File: config.mk
export PLATFORM = sky130hd
export DESIGN_NAME = fetch_controller
export DESIGN_NICKNAME = d
export VERILOG_FILES = /design/src/rtl/fetch_controller.sv
export SDC_FILE = /design/constraint.sdc
export NUM_CORES = 1
export LEC_CHECK = 0
export BUFFER_PORTS_ARGS = -buffer_cell sky130_fd_sc_hd__clkbuf_2
export CORE_MARGIN = 1.5
export CORE_UTILIZATION = 50
export CTS_CLUSTER_DIAMETER = 80
export DETAILED_ROUTE_END_ITERATION = 7
export GPL_TIMING_DRIVEN = 0
export PLACE_DENSITY = 0.8
export SYNTH_ARGS = -nofsm -noshare
export SYNTH_HDL_FRONTEND = slang
export SYNTH_SLANG_ARGS = --single-unit
File: constraint.sdc
create_clock -name clk -period 2.4 [get_ports clk]
set_input_delay 0.48 -clock clk [delete_from_list [all_inputs] [get_ports clk]]
set_output_delay 0.48 -clock clk [all_outputs]
set_load 0.1 [all_outputs]
File: src/rtl/fetch_controller.sv
// Instruction fetch sequencer for the core front end.
// Owns the fetch PC and keeps at most one word request outstanding to
// instruction memory. Each fetched word is handed to decode together with
// its PC. A branch redirect reloads the PC and squashes any wrong-path
// response that is still in flight.
module fetch_controller #(
  parameter logic [31:0] RESET_PC = 32'h0000_0000
) (
  input  logic        clk,
  input  logic        reset,
  input  logic        branch_taken,
  input  logic [31:0] branch_target,
  output logic        mem_req_valid,
  input  logic        mem_req_ready,
  output logic [31:0] mem_req_addr,
  input  logic        mem_rsp_valid,
  input  logic [31:0] mem_rsp_data,
  output logic        inst_valid,
  input  logic        inst_ready,
  output logic [31:0] instruction,
  output logic [31:0] inst_pc,
  output logic [31:0] pc
);

  // REQ: request pending, WAIT: response outstanding, HOLD: word offered to decode
  localparam logic [1:0] ST_REQ  = 2'd0;
  localparam logic [1:0] ST_WAIT = 2'd1;
  localparam logic [1:0] ST_HOLD = 2'd2;

  logic [1:0]  state_r;
  logic [1:0]  state_s;
  logic [31:0] pc_r;
  logic [31:0] pc_s;
  logic [31:0] req_pc_r;
  logic [31:0] req_pc_s;
  logic [31:0] inst_r;
  logic [31:0] inst_s;
  logic [31:0] inst_pc_r;
  logic [31:0] inst_pc_s;
  logic        kill_r;
  logic        kill_s;
  logic [31:0] target_s;
  logic        req_fire_s;
  logic        unused_s;

  // Redirect targets are forced onto a word boundary; the low bits carry no meaning.
  assign target_s   = {branch_target[31:2], 2'b00};
  assign unused_s   = ^branch_target[1:0];
  assign req_fire_s = mem_req_valid & mem_req_ready;

  assign mem_req_valid = (state_r == ST_REQ) & ~reset;
  assign mem_req_addr  = pc_r;
  assign pc            = pc_r;
  assign inst_valid    = (state_r == ST_HOLD) & ~reset;
  assign instruction   = inst_r;
  assign inst_pc       = inst_pc_r;

  // Next-state logic: a redirect overrides every normal transition.
  always_comb begin
    state_s   = state_r;
    pc_s      = pc_r;
    req_pc_s  = req_pc_r;
    inst_s    = inst_r;
    inst_pc_s = inst_pc_r;
    kill_s    = kill_r;
    case (state_r)
      ST_REQ: begin
        if (branch_taken) begin
          pc_s = target_s;
          if (req_fire_s) begin
            // The accepted request still carries the old address: mark it wrong-path.
            req_pc_s = pc_r;
            state_s  = ST_WAIT;
            kill_s   = 1'b1;
          end else begin
            state_s = ST_REQ;
          end
        end else if (req_fire_s) begin
          req_pc_s = pc_r;
          pc_s     = pc_r + 32'd4;
          state_s  = ST_WAIT;
        end else begin
          state_s = ST_REQ;
        end
      end
      ST_WAIT: begin
        if (branch_taken) begin
          pc_s = target_s;
          if (mem_rsp_valid) begin
            kill_s  = 1'b0;
            state_s = ST_REQ;
          end else begin
            kill_s  = 1'b1;
            state_s = ST_WAIT;
          end
        end else if (mem_rsp_valid) begin
          if (kill_r) begin
            kill_s  = 1'b0;
            state_s = ST_REQ;
          end else begin
            inst_s    = mem_rsp_data;
            inst_pc_s = req_pc_r;
            state_s   = ST_HOLD;
          end
        end else begin
          state_s = ST_WAIT;
        end
      end
      ST_HOLD: begin
        if (branch_taken) begin
          // The held word is wrong-path; decode is flushed alongside this redirect.
          pc_s    = target_s;
          state_s = ST_REQ;
        end else if (inst_ready) begin
          state_s = ST_REQ;
        end else begin
          state_s = ST_HOLD;
        end
      end
      default: begin
        state_s = ST_REQ;
        kill_s  = 1'b0;
      end
    endcase
  end

  // State registers with synchronous reset that abandons any transaction.
  always_ff @(posedge clk) begin
    if (reset) begin
      state_r   <= ST_REQ;
      pc_r      <= RESET_PC;
      req_pc_r  <= 32'h0000_0000;
      inst_r    <= 32'h0000_0000;
      inst_pc_r <= 32'h0000_0000;
      kill_r    <= 1'b0;
    end else begin
      state_r   <= state_s;
      pc_r      <= pc_s;
      req_pc_r  <= req_pc_s;
      inst_r    <= inst_s;
      inst_pc_r <= inst_pc_s;
      kill_r    <= kill_s;
    end
  end

endmodule

### Word level (Yosys, flattened, before mapping)

Index checks and enable logic that the tools add are counted.

| word-level totals | value |
|---|---|
| flip-flop bits (word level) | 131 |
| output and inout bits | 130 |
| word-level logic and storage cells | 46 |

| operators by class | value |
|---|---|
| add/subtract/negate cells | 1 |
| equality and inequality tests | 7 |
| muxes and demuxes | 18 |
| bitwise gates (word level) | 7 |
| reductions and logical operators | 7 |

Operator list:

| cell | count |
|---|---|
| $mux W32 | 3 |
| $pmux W32 S2 | 1 |
| $add A32 B3 Y32 const B | 1 |
| $mux W2 | 5 |
| $reduce_and A4 Y1 | 2 |
| $mux W1 | 7 |
| $ne A3 B3 Y1 const B | 2 |
| $pmux W2 S3 | 1 |
| $ne A2 B2 Y1 const B | 2 |
| $not A1 Y1 | 4 |
| $and A1 B1 Y1 | 3 |
| $pmux W1 S3 | 1 |
| $reduce_and A3 Y1 | 1 |
| $eq A2 B1 Y1 const B | 1 |
| $eq A2 B2 Y1 const B | 1 |
| $logic_not A2 Y1 | 1 |
| $ne A2 B1 Y1 const B | 1 |
| $reduce_and A2 Y1 | 1 |
| $reduce_bool A2 Y1 | 1 |
| $reduce_or A2 Y1 | 1 |

### Logic depth before layout (Yosys ltp)

| logic depth | value |
|---|---|
| word-level depth | 6 |
| depth in mapped cells | 10 |
| depth with buffers taken out | 7 |

### Worst setup path before layout

No wires, ideal clock.

| path | value |
|---|---|
| path type | reg2reg |
| from | register state_r[0] |
| to | register req_pc_r[21] |
| library setup time | 0.074 ns |
| arrival time | 2.867 ns |
| data required time | 2.326 ns |
| path slack | -0.541 ns |
| stages on the path, launching flop included | 9 |
| buffers on the path | 2 |
| cell sequence | dfxtp_1 inv_1 ha_1 nor2b_1 and2_1 clkbuf_1 clkbuf_1 nand2_1 o21ai_0 |

| between the ends | value |
|---|---|
| word-level cells in the longest chain between the ends | 4 |

RTL lines:

| item | RTL line | text |
|---|---|---|
| start, declared | 30 | `logic [1:0] state_r;` |
| start signal, assigned | 137 | `state_r <= state_s;` |
| $logic_not A2 Y1 | 51 | `assign mem_req_valid = (state_r == ST_REQ) & ~reset;` |
| $and A1 B1 Y1 | 51 |  |
| net mem_req_valid | 13 | `output logic mem_req_valid,` |
| $and A1 B1 Y1 | 49 | `assign req_fire_s = mem_req_valid & mem_req_ready;` |
| $reduce_and A2 Y1 (no line) | n/a |  |
| end signal, assigned | 139 | `req_pc_r <= req_pc_s;` |
| end, declared | 34 | `logic [31:0] req_pc_r;` |

The timed path passes the listed nets, and every way through them passes these cells.
A chain may end at the register's enable or synchronous reset.

### Worst setup path in the final report

| path | value |
|---|---|
| from | input reset |
| to | output inst_valid |

| between the ends | value |
|---|---|
| word-level cells in the longest chain between the ends | 2 |

RTL lines:

| item | RTL line | text |
|---|---|---|
| start, declared | 10 | `input logic reset,` |
| $not A1 Y1 | 54 | `assign inst_valid = (state_r == ST_HOLD) & ~reset;` |
| $and A1 B1 Y1 | 54 |  |
| end, declared | 18 | `output logic inst_valid,` |

Every way passes these cells.

==> impl_results.md <==
* Nets at 1020
* Worst path bufs/invs at 5
* Ys flop type: dfxtp_1
* P&R area growth vs syn at 32.36%
* Tcrit/Tclk final at 97.09%
* Count of final setup violators at 0
* CTS buffer count at 17
* Core Area at 10940 um^2
* Post-CTS Hold Buffers at 0
* Dpl hpwl at 11920 um
* Synth Cell Area at 5640 um^2
* Slew HR at 59.08%
* GR Layer Usage met3 at 6.157%
* Port buffer count at 191
* Post-Place Cells at 1066
* # clock sinks at 125
* GRT Util Overall at 28.43%
* Diodes inserted at 0
* Placed Area at 6810 um^2
* Layout cells sized above 1 at 30.93%
* RSZ-0062 raised after global routing: true
* DIE AREA at 11930 um^2
* Asr flop ratio synth at 0%
* Worst hold-check path type: in2reg
* Cell family with most CP delay: buffers and inverters
* Pin count of the biggest net entering global routing at 17
* CP Cell Sequence: clkbuf_2, clkbuf_2, clkbuf_4, clkbuf_4, nor2_2, clkbuf_4
* Initial Util at 51.58%
* Detailed Routing Iterations Pass 1 at 5
* #FFs+latches synth at 125
* Post-synth EDFFs at 0
* Busiest grt layer: met2
* Crit path max fanout at 10
* Yosys warning total at 0
* Hold Vio Cnt, Final at 0
* Wire per inst at 15.49 um
* Leading area contributor after synthesis: dfxtp_1
* Peak Freq at 429.1 MHz
* Commonest cells in the synthesized netlist: 184 x nand2_1, 125 x dfxtp_1, 82 x a21oi_1
* Max-cap viol count at 0
* Worst-Margin Slew at 0.6139 ns
* Sequential fraction of the synthesis area at 44.37%
* First-pass GRT wire length at 26170 um
* Die W at 109.2 um
* Clock insertion delay at the later pin of the skew report at 0.42 ns
* DRT antenna net count at 0
* Minimum clock period at 2.330 ns
* Syn Inst Count at 730
* Cell mode on critical path: clkbuf_4
* Initial antenna violation count at 0
* Clock-pin transition on the worst setup and hold timing paths at 0.06 ns
* CTS tree: done
* H-tree depth at 4
* Met2 Track Usage GR at 47.10%
* Final WL at 17000 um
* Io pins at 200
* CP Class: in2out
* Critical Path AT at 1.85 ns
* VDD IR max at 465.1 uV
* Leakage power at 0.003192 uW
* Synth area leaders: dfxtp_1 44%, nand2_1 12%, a21oi_1 7.3%
* # DRC at 0
* Outcome: completed
* First DRT Iteration DRCs at 511
* CP max stage delay at 0.31 ns
* Clk buf depth at 2
* Total grt overflow at 0
* Nature of the critical path endpoint: output pin
* Met1 usage at 36.35%
* Final Non-Filler Cells at 1097
* Vias per cell at 5.441
* Routability cong. at 0.9017
* Design area at 7466 um^2
* Final Util at 68.27%
* Worst path slowest cell: clkbuf_4
* Most frequent cell after synthesis: nand2_1
* Required time worst endpoint at 1.92 ns
* Top-area cell type share of the netlist area at 44.37%
* Fin. max-slew vios at 0
* Netlist cell types at 52
* Root buffer cell: clkbuf_16
* Setup TNS at 0 ns
* Chip height at 109.2 um
* Vias in the first global route at 5350
* CP startpoint kind: primary input
* Row count at 38
* Vias at 5969
* Pwr Density at 853.3 nW/um^2
* Layout Skew at 0.01041 ns
* Mean Syn Cell Area at 7.727 um^2
-- where the power goes --
| group | switching [uW] | leakage, uW | internal (uW) | total [uW] |
|---|---|---|---|---|
| Clock | 960 | 0.000295 | 1760 | 2720 |
| Sequential | 119 | 0.00102 | 2160 | 2280 |
| Combinational | 1070 | 0.00188 | 292 | 1370 |
| Total | 2150 | 0.00319 | 4220 | 6370 |
-- sequential cells by signal, summed over array words and instances, names as in the netlist --
name,cells
mem_req_addr,30
inst_pc,30
state_r,2
instruction,32
req_pc_r,30
kill_r,1
-- timing repair --
action                     in CTS  in global routing
gates cloned                    0                  0
resized for setup               5                  8
buffers inserted                0                  0
setup endpoints to repair       1                  7
-- worst reg2reg max path: stages (launching register included) --
cell and delay (ns):
dfxtp_1 0.33, inv_1 0.08, ha_1 0.23, nor2b_1 0.31
a221o_1 0.39, clkbuf_1 0.47, nor2_1 0.14, o221a_1 0.25
-- layer usage --
metal / share of wire, % / wire [um]
met1: 42 / 7202
met2: 46 / 7888
met3: 9.1 / 1544
met4: 2.1 / 360
met5: 0 / 0
-- logic make-up after synthesis --
group | after synthesis | synth area share [%]
DFF | 125 | 44.37
and+or+nand+nor | 314 | 25.42
muxes | 2 | 0.3771
AOI/OAI and AO/OA | 186 | 19.52
adders and majority gates | 5 | 1.109
other | 1 | 0.06648
buffers and inverters | 97 | 9.139
-- stage by stage --
| step | power (uW) | setup slack [ns] | hold slack (ns) |
|---|---|---|---|
| after floorplan | 3386 | 0.008415 | 0.4324 |
| after global placement | 3656 | -0.7123 | 0.4396 |
| after detailed placement | 3664 | -0.7563 | 0.4473 |
| after CTS | 6360 | 0.004073 | 0.2728 |
| after global routing | 6553 | -0.01432 | 0.2804 |
| final | 6370 | 0.06974 | 0.2759 |
-- layout make-up --
cell class | count | area [um^2]
Buffer | 93 | 511.7
Clock buffer | 18 | 439.2
Clock inverter | 13 | 190.2
Fill cell | 934 | 3470
Inverter | 4 | 15.01
Multi-Input combinational cell | 513 | 2659
Sequential cell | 125 | 2517
Tap cell | 140 | 175.2
Timing Repair Buffer | 191 | 958.4
-- worst paths after layout --
check,start,cells past startpoint,slack [ns],to
worst max-delay path,reset,6,0.07,inst_valid
worst min-delay path,mem_rsp_data[16],3,0.28,instruction[16]$_SDFFE_PP0P_
worst max register to register,state_r[1]$_SDFF_PP0_,7,0.08,mem_req_addr[18]$_SDFFE_PP0P_
worst min register to register,instruction[11]$_SDFFE_PP0P_,2,0.45,instruction[11]$_SDFFE_PP0P_
-- layout by cell type, fill, tap and decap left out, types with 6 or more instances in the layout --
cell type | Yosys | routed
a21o_1 | 6 | 6
a21oi_1 | 82 | 82
a31oi_1 | 9 | 9
and3_1 | 8 | 8
buf_2 | 13 | 13
buf_4 | 36 | 36
clkbuf_1 | 43 | 38
clkbuf_16 | 0 | 17
clkbuf_2 | 0 | 193
conb_1 | 1 | 6
dfxtp_1 | 125 | 113
dfxtp_2 | 0 | 12
nand2_1 | 184 | 184
nand2b_1 | 35 | 35
nand3_1 | 17 | 17
nand4_1 | 10 | 10
nor2_1 | 31 | 30
nor3_1 | 9 | 9
o21ai_0 | 42 | 42
o21ai_1 | 6 | 6
Note: power is estimated with default switching activity, not from simulation.
